**config.mk**
```make
export PLATFORM = sky130hd
export DESIGN_NAME = preamble_strip
export DESIGN_NICKNAME = d
export VERILOG_FILES = /design/src/rtl/preamble_strip.sv
export SDC_FILE = /design/constraint.sdc
export NUM_CORES = 1
export LEC_CHECK = 0
export ABC_CLOCK_PERIOD_IN_PS = 4000
export BUFFER_PORTS_ARGS = -buffer_cell sky130_fd_sc_hd__buf_2
export CORE_ASPECT_RATIO = 0.75
export CORE_MARGIN = 8
export CORE_UTILIZATION = 54
export CTS_BUF_LIST = sky130_fd_sc_hd__clkbuf_4
export CTS_CLUSTER_SIZE = 24
export DETAILED_ROUTE_END_ITERATION = 6
export PLACE_DENSITY = 0.86
export SLEW_MARGIN = 15
export SYNTH_ARGS = -nofsm -noshare
export SYNTH_HDL_FRONTEND = slang
export SYNTH_SLANG_ARGS = --single-unit
```
**constraint.sdc**
```tcl
create_clock -name clk -period 4 [get_ports clk]
set_input_delay 0.4 -clock clk [delete_from_list [all_inputs] [get_ports clk]]
set_output_delay 0.4 -clock clk [all_outputs]
set_load 0.03 [all_outputs]
```
**src/rtl/preamble_strip.sv**
```systemverilog
// preamble_strip: hunts for a run of preamble words, drops them, and forwards the
// following fixed-length payload frame with TLAST on its final word.
module preamble_strip #(
    parameter int DATA_WIDTH = 32,
    parameter int CNT_WIDTH = 14,
    parameter int FCNT_WIDTH = 16
) (
    input  logic                  clk,
    input  logic                  rst,
    input  logic [DATA_WIDTH-1:0] preamble_value,
    input  logic [31:0]           preamble_length,
    input  logic [31:0]           frame_length,
    input  logic [DATA_WIDTH-1:0] signal_in,
    input  logic                  valid_in,
    output logic                  ready_in,
    output logic [DATA_WIDTH-1:0] signal_out,
    output logic                  valid_out,
    input  logic                  ready_out,
    output logic                  last_out,
    output logic                  locked,
    output logic [FCNT_WIDTH-1:0] frame_count,
    output logic                  error
);
    typedef enum logic {HUNT, PAYLOAD} state_t;

    state_t               state;
    logic [1:0]           rst_ff;
    logic                 rst_q;
    logic [CNT_WIDTH-1:0] pcnt, dcnt, flen_q, plen, flen;
    logic                 cfg_bad, accept, match, end_frame;

    // Reset asserts immediately but is released only on a clock edge.
    always_ff @(posedge clk or posedge rst)
        if (rst) rst_ff <= 2'b11;
        else rst_ff <= {rst_ff[0], 1'b0};

    assign rst_q     = rst_ff[1];
    assign plen      = preamble_length[CNT_WIDTH-1:0];
    assign flen      = frame_length[CNT_WIDTH-1:0];
    assign cfg_bad   = preamble_length == 0 || frame_length == 0 ||
                       |preamble_length[31:CNT_WIDTH] || |frame_length[31:CNT_WIDTH];
    assign ready_in  = error || state == HUNT || !valid_out || ready_out;
    assign accept    = valid_in && ready_in;
    assign match     = signal_in == preamble_value;
    assign end_frame = dcnt == flen_q - 1'b1;

    always_ff @(posedge clk or posedge rst_q)
        if (rst_q) begin
            state       <= HUNT;
            locked      <= 1'b0;
            pcnt        <= '0;
            dcnt        <= '0;
            flen_q      <= '0;
            signal_out  <= '0;
            valid_out   <= 1'b0;
            last_out    <= 1'b0;
            frame_count <= '0;
            error       <= 1'b0;
        end else begin
            error <= error || cfg_bad;
            if (valid_out && ready_out) begin
                valid_out <= 1'b0;
                last_out  <= 1'b0;
            end
            if (error) begin
                state     <= HUNT;
                locked    <= 1'b0;
                pcnt      <= '0;
                dcnt      <= '0;
                valid_out <= 1'b0;
                last_out  <= 1'b0;
            end else if (accept) begin
                if (state == HUNT) begin
                    if (!match) pcnt <= '0;
                    else if (pcnt == plen - 1'b1) begin
                        state  <= PAYLOAD;
                        locked <= 1'b1;
                        pcnt   <= '0;
                        dcnt   <= '0;
                        flen_q <= flen;
                    end else pcnt <= pcnt + 1'b1;
                end else begin
                    signal_out <= signal_in;
                    valid_out  <= 1'b1;
                    last_out   <= end_frame;
                    if (end_frame) begin
                        state       <= HUNT;
                        locked      <= 1'b0;
                        dcnt        <= '0;
                        frame_count <= frame_count + 1'b1;
                    end else dcnt <= dcnt + 1'b1;
                end
            end
        end
endmodule

```
# == After elaboration in Yosys (flattened, before gate mapping) ==
# Index checks and enable logic that the tools add are counted.
# word_totals
regBits,97
input_bits,132
output_inout_bits,53
elab_cells,77
# classes
n_addsub,5
n_eq_ne,5
n_mux,31
n_bitwise,2
n_reduce_logical,23
# ops
operator,count
two-way mux 14 bit,11
zero test 32 bit,2
OR reduction 18 bit,2
equality test 32 bit,1
adder 14 x 1 -> 14 bit (second input constant),2
equality test 14 bit,2
subtractor 14 x 1 -> 14 bit (second input constant),2
two-way mux 1 bit,20
adder 16 x 1 -> 16 bit (second input constant),1
AND reduction 4 bit,2
logical OR 1 bit,7
AND reduction 3 bit,2
nonzero test 3 bit,2
AND reduction 5 bit,1
inequality test 3 x 2 -> 1 bit (second input constant),1
logical AND 1 bit,2
inequality test 2 bit (second input constant),1
NOT 1 bit,2
AND reduction 2 bit,1
nonzero test 2 bit,1
zero test 1 bit,1

# == Longest topological paths before layout ==
# logic_depth
depth_word,7
ltp_mapped,12
mapped_depth_nobuf,9

# == Least setup slack after synthesis ==
# No wires, ideal clock.
# synth_path
path_kind,input port to flip-flop
startpoint,input preamble_length[0]
endpoint,register flen_q[0]
setup_time_ns,0.125
arrival_time_ns,2.720
path_slack_ns,1.155
path_stages,10
n_path_buf,1
cell_sequence,inv_1 ha_1 xor3_1 o32ai_1 o311ai_0 a2111oi_2 nand4_1 nor2_2 buf_2 mux2_2
# synth_between
elab_chain_cells,3
# synth_rtl
element,line,source
from (decl),11,"input logic [31:0] preamble_length,"
subtractor 14 x 1 -> 14 bit,75,else if (pcnt == plen - 1'b1) begin
equality test 14 bit,75,
AND reduction 5 bit (no source line),--,
to (signal assigned),80,flen_q <= flen;
to (decl),29,"logic [CNT_WIDTH-1:0] pcnt, dcnt, flen_q, plen, flen;"
# No other way between the ends.
# A chain may end at the register's enable or synchronous reset.

# == Worst setup path in the final report ==
# layout_path
startpoint,register flen_q[0]
endpoint,register dcnt[5]
# layout_between
elab_chain_cells,6
# layout_rtl
element,line,source
subtractor 14 x 1 -> 14 bit,45,assign end_frame = dcnt == flen_q - 1'b1;
equality test 14 bit,45,
two-way mux 14 bit,86,if (end_frame) begin
two-way mux 14 bit,73,if (state == HUNT) begin
two-way mux 14 bit,72,end else if (accept) begin
two-way mux 14 bit,65,if (error) begin
to (signal assigned),91,end else dcnt <= dcnt + 1'b1;
to (decl),29,
# No other way between the ends. The select of a mux whose other input is x is not followed.

==> impl_metrics.yaml <==
clock_tree:
  post_cts_resized: 0
  number_of_sinks_driven_by_the_clock_tree: 97
  postCtsHoldBufs: 1
  h-tree-depth: 3
  clk_latency_ns: 0.44
  tritoncts: "done"
  clk_root_buffer_cell: "sky130_fd_sc_hd__clkbuf_4"
  register_clock_pin_slew_on_the_reported_worst_setup_and_hold_paths_ns: 0.15
  ctsLongestPathBuffers: 2
  cts-buffers-inserted: 9
  post_cts.repair.setup_buffers: 0
worst_hold_path:
  hold_crit_class: "primary input to flop"
  min_delay_endpoint: "signal_out[4]$_DFFE_PP0P_"
  hold_path_startpoint: "signal_in[4]"
  whs_path_depth: 3
floorplanning:
  die_height_um: 107
  die_w_um: 138
  io_pins: 185
  fp-row-count: 33
  die_area_um2: 14700
  floorplan.initialDensity_pct: 55.1
  placeable_core_region_um2: 10900
global_route:
  gr-max-usage-layer: "met2"
  grt.met2_usage_pct: 35.8
  global_route_wire_length_before_repair_mm: 27.2
  grtUsageMet3_pct: 7.29
  global_route.usage.met1_pct: 30.0
  antenna_found_initial: 1
  grt_overflow: 0
  grt_start_max_net_pins: 62
  track_usage_pct: 22.8
  vias_in_the_first_global_route: 5669
timing:
  final_hold_violations: 0
  accumulated_negative_setup_slack_ns: 0
  min_period_ns: 3.16
  setup_repair_after_global_routing_missed_its_margin: "no"
  timing.fmax_mhz: 317
  setup_viol_count_final: 0
  maxSlewHeadroom_pct: 28.6
  max_slew.worst_pin.slew_ns: 1.07
  timing.hold.ws_ns: 0.158
  number_of_max_slew_violations_in_the_final_report: 0
  final_min_period_over_clock_period_pct: 78.9
  final.setup_skew_ns: 0.0150
route:
  drt-total-wl_mm: 17.2
  drtIter0Drc: 415
  drt-pass1-iter-count: 7
  routed-via-count: 5739
  remaining_drc_errors: 1
  route.detailed.wl_per_inst_um: 17.0
  route.detailed.vias_per_inst: 5.70
  antenna_violating_nets_post_route: 0
finish:
  area_growth_syn_to_layout_pct: 20.0
  layout.nets: 998
  fin_util_pct: 66.1
  final_common_cell: "sky130_fd_sc_hd__buf_2"
  layout-drive-gt1-share_pct: 28.8
  layout_common_cells: "sky130_fd_sc_hd__buf_2, sky130_fd_sc_hd__nand2_1, sky130_fd_sc_hd__dfrtp_1"
worst_setup_path:
  crit_path_max_incr_delay_ns: 0.50
  cp.required_ns: 4.29
  timing.rr.end: "dcnt[5]$_DFFE_PP0P_"
  critical_path_start_type: "flop"
  crit_path_end_kind: "flop"
  worst_r2r_path_depth: 9
  crit_fanout: 12
  worst-endpoint-arrival_ns: 3.45
  crit_path_cell_trace: "inv_1 > ha_1 > nor3b_1 > xnor2_1 > a2111oi_0 > o2111a_1 > o2111ai_2 > nand2_1 > o221ai_1"
  reg2reg_slack_ns: 0.84
  cell_with_the_biggest_individual_delay_on_the_critical_path: "sky130_fd_sc_hd__dfrtp_1"
  r2r_start: "flen_q[0]$_DFFE_PP0P_"
  path_class: "flop to flop"
power_and_ir_drop:
  worst_ir_drop_vdd_mv: 0.134
  power_per_cell_area_nw_per_um2: 246
  power.leakage_uw: 0.00348
yosys:
  synth_enable_flop_cells: 0
  netlist_area_um2: 5990
  synth_nets: 819
  ys.warnings.count: 0
  synth_seq_cells: 97
  synthesis.instances: 682
  synth_top_flop_cell: "sky130_fd_sc_hd__dfrtp_1"
  async_flop_share_pct: 100
  post_synth.cell_area_avg_um2: 8.78
  yosys.cell_types.count: 69
  seq_area_frac_synth_pct: 40.6
place:
  dp.final_hpwl_mm: 13.5
  gp_congestion: 0.916
  io_buffers: 184
job:
  max-cap-violations: 0
run_status:
  failed_checks: "DRC"
  status: "complete, but fails checks"
## layout make-up
cell class / count / area (µm²)
Fill cell: 911 / 3680
Multi-Input combinational cell: 515 / 3270
Sequential cell: 97 / 2430
Timing Repair Buffer: 194 / 998
Tap cell: 140 / 175
Inverter: 44 / 168
Clock inverter: 7 / 68.8
Clock buffer: 9 / 67.6
Antenna cell: 1 / 2.50
## synth_stat cells (6+ instances only)
library cell	n	area (µm²)
sky130_fd_sc_hd__nand2_1	135	507
sky130_fd_sc_hd__dfrtp_1	95	2380
sky130_fd_sc_hd__xor2_1	52	455
sky130_fd_sc_hd__inv_1	44	165
sky130_fd_sc_hd__nand3_1	44	220
sky130_fd_sc_hd__nor2_1	31	116
sky130_fd_sc_hd__nor4_1	28	175
sky130_fd_sc_hd__xnor2_1	24	210
sky130_fd_sc_hd__o21ai_0	18	90.1
sky130_fd_sc_hd__mux2_2	17	191
sky130_fd_sc_hd__clkbuf_1	16	60.1
sky130_fd_sc_hd__nand4_1	16	100
sky130_fd_sc_hd__a21oi_1	14	70.1
sky130_fd_sc_hd__o221ai_1	14	123
sky130_fd_sc_hd__nor3_1	12	60.1
sky130_fd_sc_hd__and3_1	8	50.1
sky130_fd_sc_hd__buf_2	7	35.0
sky130_fd_sc_hd__nor3_2	7	70.1
sky130_fd_sc_hd__or3_1	7	43.8
sky130_fd_sc_hd__or4_1	7	52.6
sky130_fd_sc_hd__nand2b_1	6	37.5
sky130_fd_sc_hd__nor2b_1	6	37.5
## kinds of logic (layout without fill, tap and decap cells)
family                   count (synthesis)  in the layout  synth area share (%)
other                                    1              2                0.0626
AND/OR/NAND/NOR                        331            331                  28.2
AO/OA/AOI/OAI                           81             81                  10.1
flip-flops                              97             97                  40.6
multiplexers                            20             20                  3.70
buffers and inverters                   70            254                  4.85
XOR/XNOR                                77             77                  11.5
adder cells (fa/ha/maj)                  5              5                  1.04
## power by group
group / internal [µW] / switching, µW
Clock: 192 / 330
Sequential: 999 / 10.7
Combinational: 96.3 / 140
## metrics by stage
| stage | cell area (µm²) | total power [µW] | worst slack [ns] | cells |
|---|---|---|---|---|
| global placement | 7030 | 1260 | 0.955 | 989 |
| detailed placement | 7030 | 1260 | 0.880 | 989 |
| CTS | 7180 | 1790 | 0.841 | 1006 |
| floorplan | 5990 | 1140 | 1.16 | 682 |
| global route | 7180 | 1850 | 0.633 | 1007 |
| finish | 7180 | 1770 | 0.844 | 1007 |
## layer usage
layer	share of wire [%]	vias to the layer above
li1	-	2752
met1	43	2693
met2	45	277
met3	11	17
met4	1.0	0
met5	0	-
## worst max-delay path: cells and delay by family, from the launching register on
family	cells	cell delay, ns
AO/OA/AOI/OAI	4	1.24
XOR/XNOR	1	0.09
adder cells (fa/ha/maj)	1	0.36
buffers and inverters	1	0.09
flip-flops	1	0.50
AND/OR/NAND/NOR	2	0.73
## worst max-delay path by stage
stage	cells past startpoint	slack, ns	endpoint	startpoint
global placement	11	0.95	flen_q[2]$_DFFE_PP0P_	preamble_length[0]
floorplan	10	1.16	flen_q[0]$_DFFE_PP0P_	preamble_length[0]
CTS	9	0.84	dcnt[5]$_DFFE_PP0P_	flen_q[0]$_DFFE_PP0P_
detailed placement	11	0.88	flen_q[9]$_DFFE_PP0P_	preamble_length[0]
finish	9	0.84	dcnt[5]$_DFFE_PP0P_	flen_q[0]$_DFFE_PP0P_
global route	7	0.63	dcnt[5]$_DFFE_PP0P_	flen_q[6]$_DFFE_PP0P_
## sequential cells by signal, summed over array words and instances, names as in the netlist
register     cells
frame_count     16
rst_ff           2
error            1
state            1
last_out         1
valid_out        1
pcnt            14
locked           1
flen_q          14
signal_out      32
dcnt            14
No activity file was read; power rests on OpenSTA's default activity.
